`src/rtl/hwpe_ctrl_package.sv`:
```
`default_nettype none
// ============================================================================
// Module      : hwpe_ctrl_package
// Description : Shared types and constants for the HWPE control slice:
//               micro-loop code image, loader word map and loader FSM states.
// Revision    : 1.0 - initial release
// ============================================================================
package hwpe_ctrl_package;

  // Capacity of the micro-loop engine
  localparam int unsigned ULOOP_MAX_NB_LOOPS = 6;
  localparam int unsigned ULOOP_MAX_LENGTH   = 32;

  // Loader word map: one word per loop, then two bytecodes per word
  localparam int unsigned ULOOP_LOADER_LOOP_WORDS = ULOOP_MAX_NB_LOOPS;
  localparam int unsigned ULOOP_LOADER_CODE_WORDS = ULOOP_MAX_LENGTH / 2;

  // Bit positions and widths inside a staging word
  localparam int unsigned ULOOP_LOADER_ADDR_LSB    = 0;
  localparam int unsigned ULOOP_LOADER_ADDR_W      = 5;
  localparam int unsigned ULOOP_LOADER_NB_OPS_LSB  = 8;
  localparam int unsigned ULOOP_LOADER_NB_OPS_W    = 4;
  localparam int unsigned ULOOP_LOADER_RANGE_LSB   = 16;
  localparam int unsigned ULOOP_LOADER_RANGE_W     = 12;
  localparam int unsigned ULOOP_LOADER_CODE_LO_LSB = 0;
  localparam int unsigned ULOOP_LOADER_CODE_HI_LSB = 16;
  localparam int unsigned ULOOP_BYTECODE_W         = 11;

  // One bytecode: op_sel, a, b (MSB first)
  typedef struct packed {
    logic       op_sel;
    logic [4:0] a;
    logic [4:0] b;
  } uloop_bytecode_t;

  // One loop descriptor
  typedef struct packed {
    logic [4:0] uloop_addr;
    logic [3:0] nb_ops;
  } uloop_loop_t;

  // Complete code image consumed by the micro-loop engine
  typedef struct packed {
    uloop_loop_t     [ULOOP_MAX_NB_LOOPS-1:0]       loops;
    logic            [ULOOP_MAX_NB_LOOPS-1:0][11:0] range;
    uloop_bytecode_t [ULOOP_MAX_LENGTH-1:0]         code;
  } uloop_code_t;

  // Loader commit state
  typedef enum logic [1:0] {
    EMPTY   = 2'd0,
    ACTIVE  = 2'd1,
    PENDING = 2'd2
  } uloop_loader_state_t;

endpackage
`default_nettype wire

```
`src/rtl/hwpe_ctrl_uloop_loader_check.sv`:
```
`default_nettype none
// ============================================================================
// Module      : hwpe_ctrl_uloop_loader_check
// Description : Combinational sanity check of a staged program. Every loop
//               with a non-zero range must have nb_ops != 0 and must end
//               inside the bytecode store (uloop_addr + nb_ops <= LENGTH).
//               Used only when HWPE_CTRL_ULOOP_LOADER_CHECK_EN is defined.
// Revision    : 1.0 - initial release
// ============================================================================
module hwpe_ctrl_uloop_loader_check
  import hwpe_ctrl_package::*;
#(
  parameter int unsigned NB_LOOPS = 6,
  parameter int unsigned LENGTH   = 32
) (
  input  uloop_loop_t [NB_LOOPS-1:0]       loops_i,
  input  logic        [NB_LOOPS-1:0][11:0] range_i,
  output logic                             valid_o
);

  // Any active loop that is empty or runs past the code store fails the program
  always_comb begin
    valid_o = 1'b1;
    for (int l = 0; l < NB_LOOPS; l++) begin
      logic [5:0] loop_end;
      loop_end = {1'b0, loops_i[l].uloop_addr} + {2'b00, loops_i[l].nb_ops};
      if ((range_i[l] != '0) &&
          ((loops_i[l].nb_ops == '0) || (loop_end > 6'(LENGTH))))
        valid_o = 1'b0;
    end
  end

endmodule
`default_nettype wire

```
`src/rtl/hwpe_ctrl_uloop_loader.sv`:
```
`default_nettype none
// ============================================================================
// Module      : hwpe_ctrl_uloop_loader
// Description : Bus-programmable staging buffer for micro-loop code. Software
//               writes loop/bytecode/range words into a staging copy and
//               commits; the copy to the active image only happens while the
//               micro-loop engine is idle. Optional program validity check
//               enabled by defining HWPE_CTRL_ULOOP_LOADER_CHECK_EN.
// Revision    : 1.0 - initial release
// ============================================================================
module hwpe_ctrl_uloop_loader
  import hwpe_ctrl_package::*;
#(
  parameter int unsigned NB_LOOPS = 6,
  parameter int unsigned LENGTH   = 32
) (
  input  logic        clk_i,
  input  logic        rst_i,
  input  logic        clear_i,
  input  logic        wr_en_i,
  input  logic        rd_en_i,
  input  logic [4:0]  addr_i,
  input  logic [31:0] wdata_i,
  input  logic [3:0]  be_i,
  output logic [31:0] rdata_o,
  input  logic        commit_i,
  input  logic        uloop_busy_i,
  output uloop_code_t code_o,
  output logic        code_valid_o,
  output logic        commit_done_o,
  output logic        pending_o,
  output logic        error_o
);

  localparam int unsigned c_code_words = LENGTH / 2;
  localparam int unsigned c_lidx_w     = $clog2(ULOOP_MAX_NB_LOOPS);
  localparam int unsigned c_cidx_w     = $clog2(ULOOP_MAX_LENGTH);

  uloop_code_t         r_stage;
  uloop_code_t         r_code;
  uloop_loader_state_t r_state, w_state_next;
  logic                r_valid;
  logic                r_done;
  logic [31:0]         r_rdata;

  logic                w_is_loop, w_is_code;
  logic [c_lidx_w-1:0] w_loop_idx;
  logic [c_cidx_w-2:0] w_pair;
  logic [c_cidx_w-1:0] w_lo_idx, w_hi_idx;
  logic [31:0]         w_word, w_mask, w_merged;
  logic                w_unused_bits;
  logic                w_copy_req, w_copy_ok, w_copy_bad, w_check_ok;

  // Address decode: loop words first, then packed bytecode pairs
  assign w_is_loop  = addr_i < 5'(NB_LOOPS);
  assign w_is_code  = !w_is_loop && (addr_i < 5'(NB_LOOPS + c_code_words));
  assign w_loop_idx = addr_i[c_lidx_w-1:0];
  assign w_pair     = (c_cidx_w-1)'(addr_i - 5'(NB_LOOPS));
  assign w_lo_idx   = {w_pair, 1'b0};
  assign w_hi_idx   = {w_pair, 1'b1};

  // Current staging word image; bits without storage read as 0
  always_comb begin
    w_word = '0;
    if (w_is_loop) begin
      w_word[ULOOP_LOADER_ADDR_LSB   +: ULOOP_LOADER_ADDR_W]   = r_stage.loops[w_loop_idx].uloop_addr;
      w_word[ULOOP_LOADER_NB_OPS_LSB +: ULOOP_LOADER_NB_OPS_W] = r_stage.loops[w_loop_idx].nb_ops;
      w_word[ULOOP_LOADER_RANGE_LSB  +: ULOOP_LOADER_RANGE_W]  = r_stage.range[w_loop_idx];
    end else if (w_is_code) begin
      w_word[ULOOP_LOADER_CODE_LO_LSB +: ULOOP_BYTECODE_W] = r_stage.code[w_lo_idx];
      w_word[ULOOP_LOADER_CODE_HI_LSB +: ULOOP_BYTECODE_W] = r_stage.code[w_hi_idx];
    end
  end

  // Byte-enable merge of the write data into the current word
  assign w_mask        = {{8{be_i[3]}}, {8{be_i[2]}}, {8{be_i[1]}}, {8{be_i[0]}}};
  assign w_merged      = (w_word & ~w_mask) | (wdata_i & w_mask);
  // Sink for word bits that have no storage behind them
  assign w_unused_bits = ^w_merged;

  // Staging array: cleared by reset/clear, otherwise updated by bus writes
  always_ff @(posedge clk_i or posedge rst_i) begin
    if (rst_i) begin
      r_stage <= '0;
    end else if (clear_i) begin
      r_stage <= '0;
    end else if (wr_en_i) begin
      if (w_is_loop) begin
        r_stage.loops[w_loop_idx].uloop_addr <= w_merged[ULOOP_LOADER_ADDR_LSB   +: ULOOP_LOADER_ADDR_W];
        r_stage.loops[w_loop_idx].nb_ops     <= w_merged[ULOOP_LOADER_NB_OPS_LSB +: ULOOP_LOADER_NB_OPS_W];
        r_stage.range[w_loop_idx]            <= w_merged[ULOOP_LOADER_RANGE_LSB  +: ULOOP_LOADER_RANGE_W];
      end else if (w_is_code) begin
        r_stage.code[w_lo_idx] <= w_merged[ULOOP_LOADER_CODE_LO_LSB +: ULOOP_BYTECODE_W];
        r_stage.code[w_hi_idx] <= w_merged[ULOOP_LOADER_CODE_HI_LSB +: ULOOP_BYTECODE_W];
      end
    end
  end

  // Registered read port returning the pre-write staging word
  always_ff @(posedge clk_i or posedge rst_i) begin
    if (rst_i) begin
      r_rdata <= '0;
    end else if (clear_i) begin
      r_rdata <= '0;
    end else if (rd_en_i) begin
      r_rdata <= w_word;
    end
  end

`ifdef HWPE_CTRL_ULOOP_LOADER_CHECK_EN
  logic r_error;

  hwpe_ctrl_uloop_loader_check #(
    .NB_LOOPS ( NB_LOOPS ),
    .LENGTH   ( LENGTH   )
  ) i_check (
    .loops_i  ( r_stage.loops[NB_LOOPS-1:0] ),
    .range_i  ( r_stage.range[NB_LOOPS-1:0] ),
    .valid_o  ( w_check_ok                  )
  );

  // Sticky rejection flag, cleared by the next good copy
  always_ff @(posedge clk_i or posedge rst_i) begin
    if (rst_i) begin
      r_error <= 1'b0;
    end else if (clear_i) begin
      r_error <= 1'b0;
    end else if (w_copy_bad) begin
      r_error <= 1'b1;
    end else if (w_copy_ok) begin
      r_error <= 1'b0;
    end
  end

  assign error_o = r_error;
`else
  assign w_check_ok = 1'b1;
  assign error_o    = 1'b0;
`endif

  // Commit FSM state register
  always_ff @(posedge clk_i or posedge rst_i) begin
    if (rst_i) begin
      r_state <= EMPTY;
    end else begin
      r_state <= w_state_next;
    end
  end

  // Commit FSM: decide when to copy and where to go next
  always_comb begin
    w_state_next = r_state;
    w_copy_req   = 1'b0;
    case (r_state)
      EMPTY, ACTIVE: begin
        if (commit_i) begin
          if (uloop_busy_i) w_state_next = PENDING;
          else              w_copy_req   = 1'b1;
        end
      end
      PENDING: begin
        if (!uloop_busy_i) w_copy_req = 1'b1;
      end
      default: w_state_next = EMPTY;
    endcase
    w_copy_ok  = w_copy_req &  w_check_ok;
    w_copy_bad = w_copy_req & ~w_check_ok;
    if (w_copy_ok)       w_state_next = ACTIVE;
    else if (w_copy_bad) w_state_next = r_valid ? ACTIVE : EMPTY;
    // Clear beats any commit or write in the same cycle
    if (clear_i) begin
      w_state_next = EMPTY;
      w_copy_ok    = 1'b0;
      w_copy_bad   = 1'b0;
    end
  end

  // Active image, valid flag and done pulse
  always_ff @(posedge clk_i or posedge rst_i) begin
    if (rst_i) begin
      r_code  <= '0;
      r_valid <= 1'b0;
      r_done  <= 1'b0;
    end else if (clear_i) begin
      r_code  <= '0;
      r_valid <= 1'b0;
      r_done  <= 1'b0;
    end else begin
      r_done <= w_copy_ok;
      if (w_copy_ok) begin
        r_code  <= r_stage;
        r_valid <= 1'b1;
      end
    end
  end

  assign code_o        = r_code;
  assign code_valid_o  = r_valid;
  assign commit_done_o = r_done;
  assign pending_o     = (r_state == PENDING);
  assign rdata_o       = r_rdata;

endmodule
`default_nettype wire

```
`config.mk`:
```
export PLATFORM = sky130hd
export DESIGN_NAME = hwpe_ctrl_uloop_loader
export DESIGN_NICKNAME = d
export VERILOG_FILES = /design/src/rtl/hwpe_ctrl_package.sv /design/src/rtl/hwpe_ctrl_uloop_loader_check.sv /design/src/rtl/hwpe_ctrl_uloop_loader.sv
export SDC_FILE = /design/constraint.sdc
export NUM_CORES = 2
export LEC_CHECK = 0
export ABC_AREA = 0
export BUFFER_PORTS_ARGS = -buffer_cell sky130_fd_sc_hd__buf_2
export CAP_MARGIN = 0
export CORE_MARGIN = 5
export CORE_UTILIZATION = 58
export CTS_CLUSTER_DIAMETER = 150
export CTS_CLUSTER_SIZE = 25
export DETAILED_ROUTE_END_ITERATION = 16
export GPL_TIMING_DRIVEN = 1
export MAX_ROUTING_LAYER = met4
export PLACE_DENSITY = 0.87
export RECOVER_POWER = 25
export SLEW_MARGIN = 40
export SYNTH_ARGS = -nofsm -noshare
export SYNTH_HDL_FRONTEND = slang
export SYNTH_SLANG_ARGS = --single-unit
```
`constraint.sdc`:
```
create_clock -name clk_i -period 39.4 [get_ports clk_i]
set_clock_uncertainty 0.1 [all_clocks]
set_input_delay 1.97 -clock clk_i [delete_from_list [all_inputs] [get_ports clk_i]]
set_output_delay 1.97 -clock clk_i [all_outputs]
set_load 0.05 [all_outputs]
```
==> impl_metrics.py <==
metrics = {
    "outcome": {
        "status": "complete, but fails checks",
        "failed_checks": "capacitance limit, slew limit",
    },
    "synth": {
        "synth_edf_count": 0,
        "synth_area_um2": 44600,
        "synth_area_per_cell_um2": 12.3,
        "async_reset_ff_share_pct": 100,
        "ys_seq_area_share_pct": 55.3,
        "synth_cells": 3630,
        "synth_cell_types": 66,
        "synth_warnings": 0,
        "ys_ff_latch": 984,
        "synth_flop_cell": "dfrtp_1",
    },
    "die": {
        "die_x_um": 287,
        "fp.dieH_um": 287,
        "die_area_um2": 82500,
        "coreArea_um2": 76100,
        "placementRows": 101,
        "start_util_pct": 58.6,
        "pin_count": 562,
    },
    "routing": {
        "first_pass_iters": 6,
        "drcViolationCount": 0,
        "num_vias": 36464,
        "wl_per_cell_um": 32.6,
        "drtAntennaViolNets": 0,
        "avgViaCountPerCell": 7.36,
        "drt-initial-drc-count": 5797,
        "wirelength_um": 161000,
    },
    "timing": {
        "clock.fmax_mhz": 79.0,
        "slew_headroom_pct": -305,
        "tightest_slew_ns": 6.07,
        "grt_setup_unrepaired": "no",
        "period_needed_ns": 12.65,
        "hold_violations": 0,
        "setup_tns_ns": 0,
        "slew_violations": 751,
        "min_period_over_period_pct": 32.1,
        "setup_viol": 0,
    },
    "power_and_ir_drop": {
        "p_leak_nw": 21.2,
        "vdd_drop_max_uv": 32.2,
        "power_density_nw_per_um2": 34.8,
        "total_power_mw": 1.69,
    },
    "global_route": {
        "track_usage_pct": 39.2,
        "grt_max_degree": 190,
        "grt_pass1_wl_um": 237000,
        "antenna_found_initial": 14,
        "grt_remaining_overflow": 0,
        "grt_pass1_vias": 35168,
    },
    "setup_path": {
        "worst_setup_path_end_kind": "asynchronous set/reset pin",
        "cp_common_cell": "clkbuf_1",
        "timing.rr.start": "r_state[1]",
        "reg2reg_slack_ns": 32.31,
        "critPathLaunch": "rst_i",
        "cp.required_ns": 38.63,
        "start_kind": "primary input",
        "path_cells": "clkbuf_1 -> clkinvlp_2 -> clkbuf_1 -> clkbuf_1",
        "critical_path.slowest_cell": "clkbuf_1",
        "crit_family": "buffers and inverters",
        "crit_fanout": 119,
        "worstPathArrival_ns": 11.89,
        "path_buf_inv": 4,
        "rr_worst_depth": 7,
        "crit_type": "in2async",
        "r2r-end": "code_o[48]",
        "max_stage_delay_ns": 4.19,
    },
    "cells_and_area": {
        "post_route_cells_drive_above_1_share_pct": 17.6,
        "nNetsFinal": 3962,
        "utilization_pct": 64.0,
        "multiInputGateArea_um2": 18100,
        "syn2layout_area_growth_pct": 9.31,
        "regArea_um2": 24600,
        "fillCellCount": 5728,
        "final_cells": 4957,
    },
    "placed_design": {
        "placed_cells": 4889,
        "io_buffers": 544,
        "gp_routability_congestion": 0.994,
        "dpl.hpwl_um": 114000,
    },
    "clock_tree": {
        "cts_resized": 0,
        "cts_tree": "done",
        "clk_latency_ns": 0.63,
        "cts_max_path_buffers": 3,
        "clock_sinks": 984,
        "hold_buffers": 0,
        "cts_setup_buffers": 0,
        "clock-root-buffer": "clkbuf_16",
        "h-tree-depth": 2,
        "cts.clk_slew.worst_paths_ns": 0.09,
        "numCtsBuffers": 45,
    },
    "worst_hold_path": {
        "holdCritStartpoint": "code_o[14]",
        "hold_path_depth": 1,
        "min_to": "code_o[14]",
        "hp-class": "reg2reg",
    },
    "run": {
        "drv_cap": 8,
    },
}
==> kinds of logic (layout without fill, tap and decap cells) <==
| group | after synthesis | in the layout | share of synthesized area (%) |
|---|---|---|---|
| other | 1 | 25 | 0.00842 |
| AO/OA/AOI/OAI | 1193 | 1193 | 20.7 |
| flip-flops | 984 | 984 | 55.3 |
| XOR/XNOR | 2 | 2 | 0.0562 |
| buffers and inverters | 457 | 730 | 4.66 |
| AND/OR/NAND/NOR | 527 | 527 | 5.57 |
| multiplexers | 462 | 462 | 13.6 |
| adder cells (fa/ha/maj) | 4 | 4 | 0.112 |
==> layer usage <==
| metal | GRT usage (%) | part of all wire, % | routed length, µm | vias to the layer above |
|---|---|---|---|---|
| met5 | - | 0 | 0 | - |
| met4 | 21.4 | 7.6 | 12200 | 0 |
| met3 | 13.0 | 14 | 22400 | 720 |
| met2 | 57.2 | 44 | 71700 | 3099 |
| met1 | 48.7 | 34 | 55100 | 18117 |
| li1 | - | - | - | 14528 |
==> placed cells by master (no fill, tap or decap), types with 45 or more instances in the layout <==
master	n
o22ai_1	266
mux2i_1	310
mux4_2	103
buf_4	49
clkbuf_1	172
dfrtp_1	984
a22o_1	499
clkbuf_16	45
nor2_1	92
nand2_1	278
buf_2	375
inv_1	61
o221ai_1	56
o211ai_1	240
==> worst max path at each step <==
stage,cells past startpoint,to
after floorplan,1,code_o[0]
after global placement,7,r_stage[341]
after detailed placement,7,r_stage[259]
after CTS,7,r_stage[341]
after global routing,4,code_o[402]
final,4,code_o[402]
==> stage by stage <==
stage	setup slack, ns	hold WS, ns	area, µm²
4_1_cts	33.96	0.409	48900
2_1_floorplan	9.65	0.366	44600
5_1_grt	24.61	0.426	48700
3_5_place_dp	33.32	0.385	47700
3_3_place_gp	32.90	0.377	47500
6_report	26.75	0.407	48700
==> report_power, final <==
group	total [mW]	switching [mW]	internal, mW
Sequential	1.02	0.00440	1.01
Clock	0.530	0.323	0.208
Combinational	0.145	0.115	0.0296
==> sequential cells by signal (all words and copies together) (netlist names) <==
register,cells
commit_done_o,1
r_state,2
r_stage,478
code_valid_o,1
code_o,478
rdata_o,24
==> cell usage after synthesis (5+ instances only) <==
cell | count | share of area, %
nor4_1 | 19 | 0.27
dfrtp_1 | 984 | 55
o211ai_1 | 240 | 4.0
nor3_1 | 25 | 0.28
nand2_1 | 278 | 2.3
and2_0 | 11 | 0.15
buf_4 | 40 | 0.67
nand2b_1 | 13 | 0.18
mux4_2 | 103 | 5.2
nor2_1 | 92 | 0.77
nor2b_1 | 5 | 0.070
o21ai_0 | 43 | 0.48
a211oi_1 | 12 | 0.20
a41oi_1 | 8 | 0.16
buf_1 | 16 | 0.13
buf_2 | 68 | 0.76
nand3_1 | 19 | 0.21
nand4b_1 | 16 | 0.31
a22oi_1 | 14 | 0.24
inv_1 | 63 | 0.53
mux2i_1 | 310 | 7.0
mux2_2 | 43 | 1.1
mux4_1 | 6 | 0.35
o21ai_1 | 12 | 0.13
buf_6 | 10 | 0.25
a31oi_1 | 19 | 0.27
a32oi_1 | 12 | 0.24
o22ai_1 | 266 | 3.7
and2_1 | 11 | 0.15
o221ai_1 | 56 | 1.1
clkbuf_1 | 256 | 2.2
a22o_1 | 499 | 9.8
==> final cells by class <==
cell class,instances,share of cell area [%]
Timing Repair Buffer,618,6.70
Tap cell,1030,2.65
Sequential cell,984,50.6
Clock buffer,45,2.31
Clock inverter,3,0.0694
Multi-Input combinational cell,2197,37.1
Antenna cell,16,0.0822
Inverter,64,0.509
==> worst reg2reg max path, cell delays in order, from the launching register on <==
cell,delay (ns)
dfrtp_1,0.42
nor2b_1,0.17
o21ba_2,0.22
nor2_1,1.61
clkbuf_1,3.12
buf_16,0.34
buf_6,0.70
a22o_1,0.36
No activity file was read; power rests on OpenSTA's default activity.
